`config.mk`:
```
export PLATFORM = sky130hd
export DESIGN_NAME = color_sequencer
export DESIGN_NICKNAME = d
export VERILOG_FILES = /design/src/rtl/color_sequencer.sv
export SDC_FILE = /design/constraint.sdc
export NUM_CORES = 1
export LEC_CHECK = 0
export BUFFER_PORTS_ARGS = -buffer_cell sky130_fd_sc_hd__buf_2
export CAP_MARGIN = 20
export CORE_MARGIN = 10
export CORE_UTILIZATION = 35
export CTS_CLUSTER_DIAMETER = 150
export DETAILED_ROUTE_END_ITERATION = 7
export PLACE_DENSITY = 0.49
export SYNTH_ARGS = -nofsm -noshare
export SYNTH_HDL_FRONTEND = slang
export SYNTH_SLANG_ARGS = --single-unit
export TNS_END_PERCENT = 1
```
`constraint.sdc`:
```
create_clock -name clk -period 6.8 [get_ports clk]
set_clock_uncertainty 0.15 [all_clocks]
set_input_delay 1.36 -clock clk [delete_from_list [all_inputs] [get_ports clk]]
set_output_delay 1.36 -clock clk [all_outputs]
set_load 0.02 [all_outputs]
```
`src/rtl/color_sequencer.sv`:
```
// Command sequencer in front of colorGen: decodes a framed byte stream into
// shadow registers, applies them atomically, then freezes them for one full pass.
module color_sequencer #(
  parameter int unsigned HOLD_CYCLES = 232,
  parameter int unsigned SWEEP_DIV   = 50000,
  parameter int unsigned TIMEOUT     = 1023
) (
  input  logic       clk,
  input  logic       reset,
  input  logic [7:0] in_data,
  input  logic       in_valid,
  output logic       in_ready,
  output logic [7:0] mode_out,
  output logic [7:0] lint_out,
  output logic [7:0] color_idx_out,
  output logic [7:0] white_out,
  output logic [7:0] red_out,
  output logic [7:0] green_out,
  output logic [7:0] blue_out,
  output logic       busy,
  output logic       sweep_active,
  output logic       cmd_err
);

  localparam logic [7:0] OP_DIRECT   = 8'h21;
  localparam logic [7:0] OP_INDEX    = 8'hA4;
  localparam logic [7:0] OP_SWEEP    = 8'h5A;
  localparam logic [7:0] OP_OFF      = 8'h00;
  localparam logic [7:0] MODE_DIRECT = 8'h21;
  localparam logic [7:0] MODE_INDEX  = 8'hA4;

  localparam int unsigned HOLD_W  = (HOLD_CYCLES > 1) ? $clog2(HOLD_CYCLES) : 1;
  localparam int unsigned PRESC_W = (SWEEP_DIV > 1)   ? $clog2(SWEEP_DIV)   : 1;
  localparam int unsigned GAP_W   = (TIMEOUT > 1)     ? $clog2(TIMEOUT)     : 1;
  localparam logic [HOLD_W-1:0]  HOLD_TC  = HOLD_W'(HOLD_CYCLES - 1);
  localparam logic [PRESC_W-1:0] PRESC_TC = PRESC_W'(SWEEP_DIV - 1);
  localparam logic [GAP_W-1:0]   GAP_TC   = GAP_W'(TIMEOUT - 1);

  typedef enum logic [2:0] {
    S_IDLE, S_COLLECT, S_APPLY, S_SWEEP_STEP, S_HOLD
  } state_t;

  typedef enum logic [1:0] {C_DIRECT, C_INDEX, C_SWEEP} cmd_t;

  state_t state, state_next;
  cmd_t   cmd;

  logic [1:0]         rst_sync;
  logic               rst_n;
  logic [HOLD_W-1:0]  hold_cnt;
  logic [PRESC_W-1:0] presc;
  logic [GAP_W-1:0]   gap_cnt;
  logic [1:0]         pay_cnt;
  logic [1:0]         pay_last;
  logic [7:0]         step_reg;

  logic [7:0] sh_mode, sh_lint, sh_idx, sh_w, sh_r, sh_g, sh_b, sh_step;
  logic       sh_sweep;

  logic       accept, tick;
  logic       hdr_load, hdr_off, hdr_bad, pay_wr, gap_to, take_tick;
  logic [8:0] idx_sum;
  logic [7:0] idx_next;

  // Reset asserts asynchronously but releases two clocks later.
  always_ff @(posedge clk or negedge reset) begin
    if (!reset) rst_sync <= '0;
    else        rst_sync <= {rst_sync[0], 1'b1};
  end
  assign rst_n = rst_sync[1];

  assign in_ready = rst_n && ((state == S_IDLE) || (state == S_COLLECT));
  assign busy     = (state != S_IDLE);
  assign accept   = in_valid && in_ready;
  assign tick     = sweep_active && (presc == PRESC_TC);
  assign pay_last = (cmd == C_DIRECT) ? 2'd3 : 2'd2;

  always_comb begin
    idx_sum  = {1'b0, color_idx_out} + {1'b0, step_reg};
    idx_next = (idx_sum >= 9'd216) ? 8'(idx_sum - 9'd216) : idx_sum[7:0];
  end

  always_ff @(posedge clk or negedge rst_n) begin
    if (!rst_n) state <= S_IDLE;
    else        state <= state_next;
  end

  always_comb begin
    state_next = state;
    hdr_load   = 1'b0;
    hdr_off    = 1'b0;
    hdr_bad    = 1'b0;
    pay_wr     = 1'b0;
    gap_to     = 1'b0;
    take_tick  = 1'b0;
    case (state)
      S_IDLE: begin
        // An accepted byte wins; a pending tick waits for a byte-free IDLE cycle.
        if (accept) begin
          case (in_data)
            OP_DIRECT, OP_INDEX, OP_SWEEP: begin
              hdr_load   = 1'b1;
              state_next = S_COLLECT;
            end
            OP_OFF: begin
              hdr_off    = 1'b1;
              state_next = S_APPLY;
            end
            default: hdr_bad = 1'b1;
          endcase
        end else if (tick) begin
          take_tick  = 1'b1;
          state_next = S_SWEEP_STEP;
        end
      end
      S_COLLECT: begin
        if (accept) begin
          pay_wr = 1'b1;
          if (pay_cnt == pay_last) state_next = S_APPLY;
        end else if (gap_cnt == GAP_TC) begin
          gap_to     = 1'b1;
          state_next = S_IDLE;
        end
      end
      S_APPLY:      state_next = S_HOLD;
      S_SWEEP_STEP: state_next = S_HOLD;
      S_HOLD:       if (hold_cnt == HOLD_TC) state_next = S_IDLE;
      default:      state_next = S_IDLE;
    endcase
  end

  always_ff @(posedge clk or negedge rst_n) begin
    if (!rst_n) begin
      hold_cnt <= '0;
      gap_cnt  <= '0;
      presc    <= '0;
      cmd_err  <= 1'b0;
    end else begin
      cmd_err <= hdr_bad || gap_to;

      if ((state == S_HOLD) && (hold_cnt != HOLD_TC)) hold_cnt <= hold_cnt + 1'b1;
      else                                           hold_cnt <= '0;

      if ((state == S_COLLECT) && !accept && !gap_to) gap_cnt <= gap_cnt + 1'b1;
      else                                            gap_cnt <= '0;

      if (!sweep_active || take_tick) presc <= '0;
      else if (presc != PRESC_TC)     presc <= presc + 1'b1;
    end
  end

  always_ff @(posedge clk or negedge rst_n) begin
    if (!rst_n) begin
      cmd      <= C_DIRECT;
      pay_cnt  <= '0;
      sh_mode  <= '0;
      sh_lint  <= '0;
      sh_idx   <= '0;
      sh_w     <= '0;
      sh_r     <= '0;
      sh_g     <= '0;
      sh_b     <= '0;
      sh_step  <= '0;
      sh_sweep <= 1'b0;
    end else begin
      // Shadow starts as a copy of the live outputs so unwritten fields persist.
      if (hdr_load || hdr_off) begin
        pay_cnt  <= '0;
        sh_lint  <= lint_out;
        sh_idx   <= color_idx_out;
        sh_w     <= white_out;
        sh_r     <= red_out;
        sh_g     <= green_out;
        sh_b     <= blue_out;
        sh_step  <= step_reg;
        sh_sweep <= (in_data == OP_SWEEP);
        sh_mode  <= (in_data == OP_DIRECT || in_data == OP_OFF) ? MODE_DIRECT : MODE_INDEX;
        cmd      <= (in_data == OP_DIRECT) ? C_DIRECT :
                    (in_data == OP_INDEX)  ? C_INDEX  : C_SWEEP;
        if (hdr_off) begin
          sh_w <= '0;
          sh_r <= '0;
          sh_g <= '0;
          sh_b <= '0;
        end
      end

      if (pay_wr) begin
        pay_cnt <= pay_cnt + 1'b1;
        case (cmd)
          C_DIRECT:
            case (pay_cnt)
              2'd0:    sh_r <= in_data;
              2'd1:    sh_g <= in_data;
              2'd2:    sh_b <= in_data;
              default: sh_w <= in_data;
            endcase
          C_INDEX:
            case (pay_cnt)
              2'd0:    sh_idx  <= in_data;
              2'd1:    sh_w    <= in_data;
              default: sh_lint <= in_data;
            endcase
          default:
            case (pay_cnt)
              2'd0:    sh_step <= in_data;
              2'd1:    sh_w    <= in_data;
              default: sh_lint <= in_data;
            endcase
        endcase
      end
    end
  end

  always_ff @(posedge clk or negedge rst_n) begin
    if (!rst_n) begin
      mode_out      <= '0;
      lint_out      <= '0;
      color_idx_out <= '0;
      white_out     <= '0;
      red_out       <= '0;
      green_out     <= '0;
      blue_out      <= '0;
      step_reg      <= '0;
      sweep_active  <= 1'b0;
    end else if (state == S_APPLY) begin
      mode_out      <= sh_mode;
      lint_out      <= sh_lint;
      color_idx_out <= sh_idx;
      white_out     <= sh_w;
      red_out       <= sh_r;
      green_out     <= sh_g;
      blue_out      <= sh_b;
      step_reg      <= sh_step;
      sweep_active  <= sh_sweep;
    end else if (state == S_SWEEP_STEP) begin
      color_idx_out <= idx_next;
    end
  end

endmodule
```
# Word-level counts from Yosys, hierarchy flattened
# Cells that the tools add are included.
[totals] reg_bits=174 output_inout_bits=60
[classes] addsub=6 order_cmp=1 n_mux=71 n_reduce_logical=29 n_eq_ne=21
[op_table] op="two-way mux 8 bit" n=38
[op_table] op="two-way mux 16 bit" n=2
[op_table] op="two-way mux 1 bit" n=18
[op_table] op="two-way mux 3 bit" n=6
[op_table] op="adder 16 x 1 -> 16 bit (second input constant)" n=1
[op_table] op="== test 16 bit (second input constant)" n=1
[op_table] op="== test 8 bit (second input constant)" n=2
[op_table] op="!= test 16 bit (second input constant)" n=1
[op_table] op="case mux 3 bit (4 select lines)" n=1
[op_table] op="adder 10 x 1 -> 10 bit (second input constant)" n=1
[op_table] op="== test 10 bit (second input constant)" n=1
[op_table] op="two-way mux 10 bit" n=1
[op_table] op="adder 8 x 8 -> 9 bit" n=1
[op_table] op="greater-or-equal comparator 9 x 8 -> 1 bit (second input constant)" n=1
[op_table] op="adder 8 x 1 -> 8 bit (second input constant)" n=1
[op_table] op="== test 8 x 6 -> 1 bit (second input constant)" n=1
[op_table] op="== test 8 x 7 -> 1 bit (second input constant)" n=1
[op_table] op="logical NOT 8 bit" n=1
[op_table] op="two-way mux 2 bit" n=4
[op_table] op="!= test 8 bit (second input constant)" n=1
[op_table] op="subtractor 8 bit (second input constant)" n=1
[op_table] op="== test 3 x 2 -> 1 bit (second input constant)" n=2
[op_table] op="logical AND 1 bit" n=6
[op_table] op="!= test 3 x 2 -> 1 bit (second input constant)" n=2
[op_table] op="other kinds (20)" n=33

# Logic depth before layout (Yosys ltp)
# Gate-level depths: netlist of run 1.
[logic_depth] depth_word=11 ltp_mapped=11 mapped_depth_nobuf=11

# Least setup slack after synthesis of run 1
# OpenSTA, ideal clock, no wires.
[synth_path] path_type="register -> register" startpoint="reg rst_sync[1]" endpoint="reg sh_idx[5]" n_path_buf=1 t_arrival_ps=6074 setup_time_ps=141 stages_incl_launch_ff=7 setup_slack_ps=435 synth_period_minus_slack_ps=6365 cell_sequence="dfrtp_1 -> nand2_1 -> nor4_2 -> nand4b_1 -> clkbuf_1 -> nor2_1 -> a31oi_1"
[synth_via] elab_chain_len=9 elab_cells_between_ends=13 classes_between="10 x mux; 3 x reduce/logical"
[synth_lines] element="start: declaration" line_no="48" source="logic [1:0] rst_sync;"
[synth_lines] element="start signal: assignment" line_no="68" source="else rst_sync <= {rst_sync[0], 1'b1};"
[synth_lines] element="logical AND 1 bit (*)" line_no="72" source="assign in_ready = rst_n && ((state == S_IDLE) || (state == S_COLLECT));"
[synth_lines] element="logical AND 1 bit (*)" line_no="74" source="assign accept = in_valid && in_ready;"
[synth_lines] element="two-way mux 1 bit" line_no="99" source="if (accept) begin"
[synth_lines] element="two-way mux 1 bit" line_no="96" source="case (state)"
[synth_lines] element="logical OR 1 bit" line_no="167" source="if (hdr_load || hdr_off) begin"
[synth_lines] element="two-way mux 8 bit" line_no="167"
[synth_lines] element="two-way mux 8 bit" line_no="199" source="case (pay_cnt)"
[synth_lines] element="two-way mux 8 bit" line_no="190" source="case (cmd)"
[synth_lines] element="two-way mux 8 bit (*)" line_no="188" source="if (pay_wr) begin"
[synth_lines] element="end signal: assignment" line_no="170" source="sh_idx <= color_idx_out;"
[synth_lines] element="end signal: assignment" line_no="200" source="2'd0: sh_idx <= in_data;"
[synth_lines] element="end: declaration" line_no="57" source="logic [7:0] sh_mode, sh_lint, sh_idx, sh_w, sh_r, sh_g, sh_b, sh_step;"
# Every way passes the cells marked *; elsewhere a longest branch is shown, timed or not.
# A chain may end at the register's enable or synchronous reset.

# Worst setup path after layout of run 1
[layout_path] startpoint="in in_data[2]" endpoint="reg sh_b[0]"
[layout_via] elab_chain_len=10 elab_cells_between_ends=17 classes_between="3 x eq/ne; 11 x mux; 3 x reduce/logical"
[layout_lines] element="start: declaration" line_no="10" source="input logic [7:0] in_data,"
[layout_lines] element="== test 8 x 7 -> 1 bit, or another cell as far along" line_no="100" source="case (in_data)"
[layout_lines] element="OR reduction 3 bit" line_no="100"
[layout_lines] element="two-way mux 1 bit" line_no="100"
[layout_lines] element="two-way mux 1 bit" line_no="99"
[layout_lines] element="two-way mux 1 bit" line_no="96"
[layout_lines] element="logical OR 1 bit" line_no="167"
[layout_lines] element="two-way mux 8 bit (*)" line_no="167"
[layout_lines] element="two-way mux 8 bit" line_no="192" source="case (pay_cnt)"
[layout_lines] element="two-way mux 8 bit" line_no="190"
[layout_lines] element="two-way mux 8 bit (*)" line_no="188"
[layout_lines] element="end signal: assignment" line_no="174" source="sh_b <= blue_out;"
[layout_lines] element="end signal: assignment" line_no="195" source="2'd2: sh_b <= in_data;"
[layout_lines] element="end: declaration" line_no="57"
# Marks and branches as above.

==> flow_results.org, run 1 <==
** STA
- After layout, the minimum clock period comes to 3.76 ns.
- Setup total negative slack on the finished layout was measured at 0 ns.
- For the pin with the worst max-slew slack, the measured transition is about 1.1 ns.
- Setup violations remaining at the end of the flow were counted as 0.
- Highest Clock Rate :: approximately 270 MHz
- The final number of hold-violating endpoints came to 0.
- Count of final max-slew check failures :: 0
- Setup repair after global routing left no endpoint under its margin.
- Minimum setup slack in the final design :: around 3.0 ns
- Worst slew slack as a fraction of its limit :: 27.9%
- Portion of the clock cycle consumed by the worst path in the final layout :: a little under three fifths
- Final worst hold slack :: 0.182 ns

** Final layout
- Compared with the post-synthesis result, the final layout area differs by 14.6%.
- Largest registers ranked by flip-flop count :: presc (16), gap_cnt (10)
- The post-route netlist has 19.4% of its cells at a drive strength greater than 1.
- Multi-input gate area :: 3530 sq um
- In the final design database the tool counted between 800 and 900 nets.
- The register with the most flip-flops in the layout has 16 of them.
- Cells fill 41.1% of the core in the end.
- Fillers :: 2,162
- Post-route cell area :: approximately 9000 sq um
- Register bank with the most flops :: presc
- Registers take 4110 sq um.
- Count of inserted antenna diode cells :: 0

** Worst setup path
- Worst setup path start :: in_data[2]
- STA puts the critical path data arrival time at 3.95 ns.
- Worst r2r src :: rst_sync[1]
- The critical path is of the in -> reg type.
- For the worst setup path, the data required time is 6.99 ns.
- In this run the worst setup path terminates at sh_b[0].
- For flop-to-flop paths, the worst setup slack is 3.46 ns.
- For the worst flop-to-flop path, the logic depth is 5.
- Of all nets on the critical path, the largest fanout is 34.
- STA classifies the critical path endpoint as a flop.
- The worst setup path is launched from an input port.
- The worst register-to-register path ends at sh_g[5].

** Clocking
- Buffers inserted to repair hold after CTS numbered 0.
- Number of buffers created by CTS :: 17
- The later pin in the worst-skew pair is clocked with a latency of 0.44 ns.
- The number of gates resized after CTS was 0.
- The tree is rooted in a clkbuf_16.
- CTS tree :: built
- Clock edge transition at the registers on the reported setup and hold paths :: roughly 0.070 ns
- Max H-tree Level :: 4
- Count of buffers added by post-CTS timing repair for setup :: 0
- Counting every sink on the clock net gives 164.
- Buffers from clock root to sink, at most :: 2

** Synth
- The cell count after synthesis came out at around 800.
- Mapped cell area :: 7870 sq um
- The portion of synthesized area spent on multiplexers is 8.18%.
- After Yosys synthesis, XOR and XNOR cells account for 3.00% of the synthesized area.
- After synthesis, flip-flops and latches occupy between 50 and 60% of the total area.
- Unique masters post-synth :: 58
- Synthesized-area fraction occupied by adder cells :: just under 3%
- Of the post-synthesis cell area, the dominant cell type holds 52.1%.
- Among all flip-flop cells after synthesis, the most frequent one is dfrtp_1.
- Warning count from the yosys run :: 0
- In the post-synthesis netlist, the biggest area contributors are dfrtp_1 52%, mux2_2 7.3%, nand2_1 5.0%, nor2_1 4.7%, a31oi_1 3.3%.
- After synthesis, the mean cell area works out to 9.83 sq um.
- Of all flip-flops after synthesis, the portion carrying an async set or reset was 100%.
- The largest total area in the synthesized netlist belongs to dfrtp_1.
- Post-synthesis register bit count :: 164
- Number of enable-type register cells in the synthesized netlist :: 0
- Combinational family with the most area after synthesis :: simple AND/OR/NAND/NOR gates
- Summing the areas of all compound-gate instances in the mapped netlist gives 11.6% of the synthesized area.
- Of the total synthesized cell area, the portion taken by AND, OR, NAND and NOR gates is 18.7%.

** Power
- In this run the static leakage power is 0.00429 uW.
- The analysis attributes to net switching a power of 640 uW.
- Cell Int Power :: 1710 uW
- Dividing total power by cell area gives a power density of 260 nW/um^2.
- Switching Share :: between 20% and 30%
- Gate power share :: 10.4%
- Share of power burned in the clock network :: between 40% and 50%
- Sequential cells account for 47.4% of the total power.
- VDD IR-drop max :: 0.000159 V

** Placed design
- Post-DP HPWL :: 13.1 mm
- OpenSTA, run right after detailed placement, puts the worst setup slack at 2.60 ns.
- Final RePlAce weighted congestion :: about 0.75
- The placed instances occupy a cell area of 8420 sq um.
- In this run the tool buffered the top-level ports with 66 buffer cells.

** Die
- Die area :: 28,900 sq um
- The floorplan has 54 rows.
- After floorplanning, the core was sized to cover 22,000 sq um.
- Count of boundary I/O pins :: 71
- Initial cell density of the core :: 35.9%
- Chip Height :: 170 um
- The die is 170 um wide.

** Global routing
- In the global route stage, overall resource usage came out at between 10% and 20%.
- Global routing finished with a remaining overflow of 0.
- Entering global routing, the biggest net connects 62 pins.
- The number of global-route vias before repair is 5,986.
- Wire length of the first global-routing pass :: 33.0 mm
- The global routing stage identified its most utilized layer as met2.
- Initial antenna violation count :: 0
- In the global route stage, met3 resource usage came out at 3.17%.
- Global routing used a little over a fifth of the available met2 tracks.
- Global routing consumed, on the met1 layer, a little over 20% of the routing resources.

** Route
- In this run the remaining antenna-violating nets after routing total 0.
- Total via count after detailed routing :: 5,926
- Post-Route WL :: 20.0 mm
- Wire per inst :: ~18 um
- For this block, the initial DRC count from the detailed router was 376.
- Drt first pass iters :: 5
- In the routed layout, each cell is associated on average with a via count of 5.20.
- For this run, design rule violations remaining after detail routing come to 0.

** Hold path
- Hold Crit Class :: reg -> async

** Status
- The run finished with clean final reports.

** Job
- Maximum capacitance violations :: 0
metal layers:
layer / vias to the layer above / part of all wire (%)
met4: 0 / 1.5
met2: 120 / 45
met1: 2899 / 50
met5: - / 0
met3: 20 / 3.6
li1: 2887 / -
worst min-delay path by stage:
| stage | from | depth (start not counted) | to |
|---|---|---|---|
| after CTS | rst_sync[1] | 0 | mode_out[5] |
| after detailed placement | rst_sync[1] | 0 | mode_out[5] |
| after global routing | rst_sync[0] | 0 | rst_sync[1] |
| final | rst_sync[1] | 0 | sh_mode[5] |
| after global placement | rst_sync[0] | 0 | rst_sync[1] |
| after floorplan | rst_sync[0] | 0 | rst_sync[1] |
cell usage in the layout (no fill, tap or decap), drive strengths merged, types with 6 or more instances in the layout:
master	n
nor4	6
xor2	18
and3	25
a21oi	42
mux2	51
nand2	105
o21ai	32
xnor2	9
nor3	7
mux2i	7
buf	73
clkbuf	20
a31oi	42
ha	17
nor2	100
or3	7
nand4	6
dfrtp	164
inv	18
nand3	40
cell type report:
type | count | share of cell area [%]
Multi-Input combinational cell | 577 | 39.2
Timing Repair Buffer | 73 | 4.24
Tap cell | 280 | 3.88
Clock inverter | 12 | 1.58
Inverter | 13 | 0.541
Clock buffer | 20 | 5.06
Sequential cell | 164 | 45.5
stage by stage:
step	std cells	power, uW
after floorplan	804	1300
after global placement	1106	1380
after detailed placement	1107	1380
after CTS	1139	2380
after global routing	1139	2460
final	1139	2350
synth_stat cells, types with 6 or more instances:
library cell / n
dfrtp_1: 164
nand2_1: 105
nor2_1: 99
mux2_2: 51
a21oi_1: 42
a31oi_1: 42
nand3_1: 40
clkbuf_1: 32
and3_1: 25
o21ai_0: 22
xor2_1: 18
ha_1: 17
inv_1: 13
buf_2: 10
o21ai_1: 10
xnor2_1: 9
mux2i_1: 7
nor3_1: 7
or3_1: 7
nand4_1: 6
critical path, stage by stage:
cell and delay [ns]:
buf_2 0.18, or2_1 0.30, or4_1 0.56, a21oi_4 0.75, buf_4 0.46, nand3_1 0.12
a31oi_1 0.19
power by group through the flow:
stage / registers (uW) / logic, uW / clock network (uW)
after global placement: 1130 / 245 / 0
after floorplan: 1140 / 157 / 0
after detailed placement: 1130 / 250 / 0
after CTS: 1110 / 249 / 1010
final: 1110 / 244 / 993
after global routing: 1130 / 279 / 1060
kinds of logic after synthesis:
kind of cell,after synthesis
other cells,2
mux,58
fa+ha+maj,18
compound gates,147
buf+inv,63
simple gates,322
xor+xnor,27
flops,164
(Power assumes the default switching activity.)
==> run 2, diff against run 1 <==
--- a/config.mk
+++ b/config.mk
@@ -5,6 +5,7 @@
 export SDC_FILE = /design/constraint.sdc
 export NUM_CORES = 1
 export LEC_CHECK = 0
+export ABC_AREA = 1
 export BUFFER_PORTS_ARGS = -buffer_cell sky130_fd_sc_hd__buf_2
 export CAP_MARGIN = 20
 export CORE_MARGIN = 10
==> constraint.sdc (replaced) <==
create_clock -name clk -period 3.6 [get_ports clk]
set_clock_uncertainty 0.15 [all_clocks]
set_input_delay 0.72 -clock clk [delete_from_list [all_inputs] [get_ports clk]]
set_output_delay 0.72 -clock clk [all_outputs]
set_load 0.02 [all_outputs]
==> flow_results.org, run 2 <==
** Die
- The initialized floorplan defines 55 standard-cell rows.
- Count of boundary I/O pins :: between 70 and 80
- Chip Height :: roughly 170 um
- In this run the horizontal extent of the chip is between 150 and 200 um.
- Initial cell density of the core :: 35.6%
- The die covers approximately 30,000 sq um.
- CORE AREA :: ~23,000 sq um

** Power
- NetSw :: 2610 uW
- VDD sags by at most 0.000281 V.
- Share of total power in sequential cells :: 38.6%
- Switching Share :: about two fifths
- Cell Int Power :: 3920 uW
- Pwr dens :: approximately 700 nW/um^2
- Combinational logic is responsible for roughly a third of the overall power.
- Summed over all cells, the static leakage comes to 0.00464 uW.
- The clock network is responsible for 27.8% of the overall power.

** Worst setup path
- CP arrival :: just under 3 ns
- Most repeated library cell on the critical path :: nand2_1
- Along the worst path, the maximum fanout reaches 5.
- At the worst endpoint, the required time is 3.76 ns.
- The critical path in this run is classified as reg -> reg.
- The worst register-to-register path has a depth of 18.
- CP max stage delay :: between 0.4 and 0.5 ns
- Cell at the slowest stage of the critical path :: dfrtp_1
- Worst reg-to-reg setup slack :: 0.79 ns
- Broken down by cell family, the worst path's largest delay share belongs to simple AND/OR/NAND/NOR gates.
- In this run the critical register-to-register path is captured at color_idx_out[6].
- The worst register-to-register path begins at color_idx_out[0].
- Cell chain of the critical path :: ha_1 -> inv_1 -> fa_1 -> inv_1 -> nand2_1 -> nand2_1 -> nand2_1 -> nand2_1 -> nand2_1 -> ha_1 -> inv_1 -> nor2_1 -> nand2_1 -> nand3_1 -> nand2_1 -> nand3_1 -> nand2_1 -> nand2_1
- Counting both buffers and inverters, the worst setup path holds a total of 3.
- CP Capture Type :: flop
- Launching element type of the critical path :: flop

** Synth
- Fraction of registers with async set/reset :: 100%
- Syn_area_per_cell :: between 7 and 8 sq um
- Top-area cell type share of the netlist area :: 50.8%
- In this run, synthesis inferred 0 flip-flops with an integrated enable.
- Post-synthesis register bit count :: 164
- Yosys printed 0 warnings.
- After synthesis, flip-flops and latches occupy 50.8% of the total area.
- Commonest cells post-synth :: 313 x nand2_1, 164 x dfrtp_1, 90 x nor2_1, 85 x inv_1, 75 x a21oi_1
- The most used flip-flop cell after synthesis is dfrtp_1.
- Most frequent cell after synthesis :: nand2_1
- Yosys mapped the design onto 45 distinct sky130hd cell types.
- Cell count after synthesis :: a little over 1,000
- The synthesized netlist occupies a cell area of 8080 sq um.
- Largest area contributor in the synthesized netlist :: dfrtp_1
- Cell types occupying the most area after synthesis :: dfrtp_1 51%, nand2_1 15%, a21oi_1 4.6%, nor2_1 4.2%, inv_1 3.9%

** Clocking
- The cell sitting at the root of the clock tree is a clkbuf_16.
- The longest clock path from root to sink contains 2 buffers.
- CTS tree :: built
- The H-tree was split into 4 levels.
- In this run, post-CTS repair resized a total of 0 instances.
- The clock drives 164 sinks.
- Clock-pin slew was measured on the worst setup and hold paths at around 0.080 ns.
- In this run, CTS created clock tree buffers numbering 17.
- The clock reaches the later pin of the worst-skew pair after approximately 0.44 ns.

** Job
- Maximum capacitance violations :: 0

** STA
- After layout, the minimum clock period comes to 2.81 ns.
- Summed over all failing endpoints, the final setup total negative slack is 0 ns.
- The final number of hold-violating endpoints was 0.
- Highest Clock Rate :: 356 MHz
- Total of endpoints with negative setup slack in the final report :: 0
- Setup repair after global routing missed its margin :: no
- The total count of max-transition violations in the final report was 0.
- At the pin with the least slew margin, the transition time is 0.924 ns.
- Portion of the clock cycle consumed by the worst path in the final layout :: 77.9%
- The worst pin sits at a relative slew slack of approximately two fifths.

** Route
- Dividing the detail-routed wire length by the instance count gives approximately 16 um.
- Final routed DRC violation total :: 0
- Drt first pass iters :: 5
- Antenna Nets Post-Route :: 0
- For this block, the via count after detailed routing is 6,889.
- DRT iter0 DRCs :: 475
- Wires add up to 22.6 mm.
- Via density :: 5.03

** Hold path
- Hold Crit Class :: reg -> reg
- The worst hold path terminates at rst_sync[1].
- The worst hold path begins at rst_sync[0].
- Cell count of the worst hold path :: 0

** Final layout
- From synthesis to final layout, the design area changed by 14.7%.
- In the layout the commonest cells are 313 x nand2_1, 163 x dfrtp_1, 90 x nor2_1.
- Ratio of cells with drive above 1 in the final layout :: 12.7%
- Number of nets in the layout :: 1,101
- Count of placed standard cells in the final layout, fillers left out :: roughly 1,400
- Register bank with the most flops :: presc
- Post-route cell area :: roughly 9300 sq um
- Fillers :: 2,344
- The register with the most flip-flops in the layout has 16 of them.
- The library cell used most frequently in the layout, excluding fill and tap cells, is nand2_1.
- Largest registers ranked by flip-flop count :: presc (16), gap_cnt (10)
- 0 antenna diodes ended up in the layout.

** Global routing
- Entering global routing, the biggest net connects 163 pins.
- The number of antenna violations at the first check in global routing was 0.
- After global routing the overflow that remains totals 0.
- The first global-routing pass estimated 36.7 mm of wire.
- The number of global-route vias before repair is 6,699.
- Global routing used 15.6% of the available tracks.

** Status
- The run finished with clean final reports.

** Placed design
- Counting tap cells, the placed design contains a total of 1,337 instances.
- Placed instance area :: roughly 8700 sq um
- At the end of routability-driven placement, the weighted congestion stood at about 0.84.
- Count of port buffers added during placement :: 66
- Detailed placement ended at an HPWL of 15.2 mm.
## run 2: worst max-delay path by stage
stage | start | to | cells after the start
5_1_grt | color_idx_out[0] | color_idx_out[6] | 18
3_5_place_dp | in_data[4] | sh_g[0] | 11
2_1_floorplan | rst_sync[1] | sh_idx[5] | 10
4_1_cts | state[2] | sh_lint[0] | 11
6_report | color_idx_out[0] | color_idx_out[6] | 18
3_3_place_gp | in_data[4] | sh_r[3] | 11
## run 2: cells by family after synthesis
logic type / synth area share, %
AND/OR/NAND/NOR: 25.7
adder cells (fa/ha/maj): 2.88
flip-flops: 50.8
AO/OA/AOI/OAI: 12.8
buffers and inverters: 7.41
XOR/XNOR: 0.325
other: 0.0929
## run 2: metal layers
metal  track usage (%)  wire length [um]  vias to the layer above
met5                 0                 0                        -
met4              4.72               297                        0
met3              3.15               887                       18
met2              24.5             10400                      124
met1              21.2             10900                     3315
li1                  -                 -                     3432
## run 2: power groups by stage
stage,Combinational (uW),Clock (uW),Sequential (uW)
2_1_floorplan,1470,0,2600
3_3_place_gp,2200,0,2560
3_5_place_dp,2220,0,2550
4_1_cts,2230,1870,2520
5_1_grt,2530,1950,2570
6_report,2200,1820,2520
## run 2: final cells by class
class                           count  area (sq um)  share of cell area (%)
Timing Repair Buffer               82           465                    5.02
Tap cell                          285           357                    3.85
Sequential cell                   164          4110                    44.3
Multi-Input combinational cell    710          3400                    36.6
Inverter                           97           364                    3.93
Clock buffer                       18           439                    4.74
Clock inverter                     14           140                    1.51
## run 2: timing repair
action                                  in CTS  in global routing
endpoints found under the setup margin       0                  0
setup buffers                                0                  0
endpoints found under the hold margin        2                  0
hold buffers                                 1                  0
## run 2: worst reg2reg max path, cell delays in order, from the launching register on
cell,delay (ns)
dfrtp_1,0.44
ha_1,0.20
inv_1,0.05
fa_1,0.39
inv_1,0.07
nand2_1,0.05
nand2_1,0.09
nand2_1,0.06
nand2_1,0.06
nand2_1,0.10
ha_1,0.20
inv_1,0.09
nor2_1,0.05
nand2_1,0.14
nand3_1,0.19
nand2_1,0.12
nand3_1,0.09
nand2_1,0.09
nand2_1,0.05
## run 2: metrics by stage
stage	hold slack [ns]	power, uW	worst slack, ns	util, %
floorplan	0.181	4070	0.318	-
global placement	0.183	4760	0.592	38.2
detailed placement	0.186	4770	0.553	38.2
CTS	0.203	6620	0.789	40.8
global route	0.211	7050	0.527	40.8
finish	0.200	6540	0.794	40.8
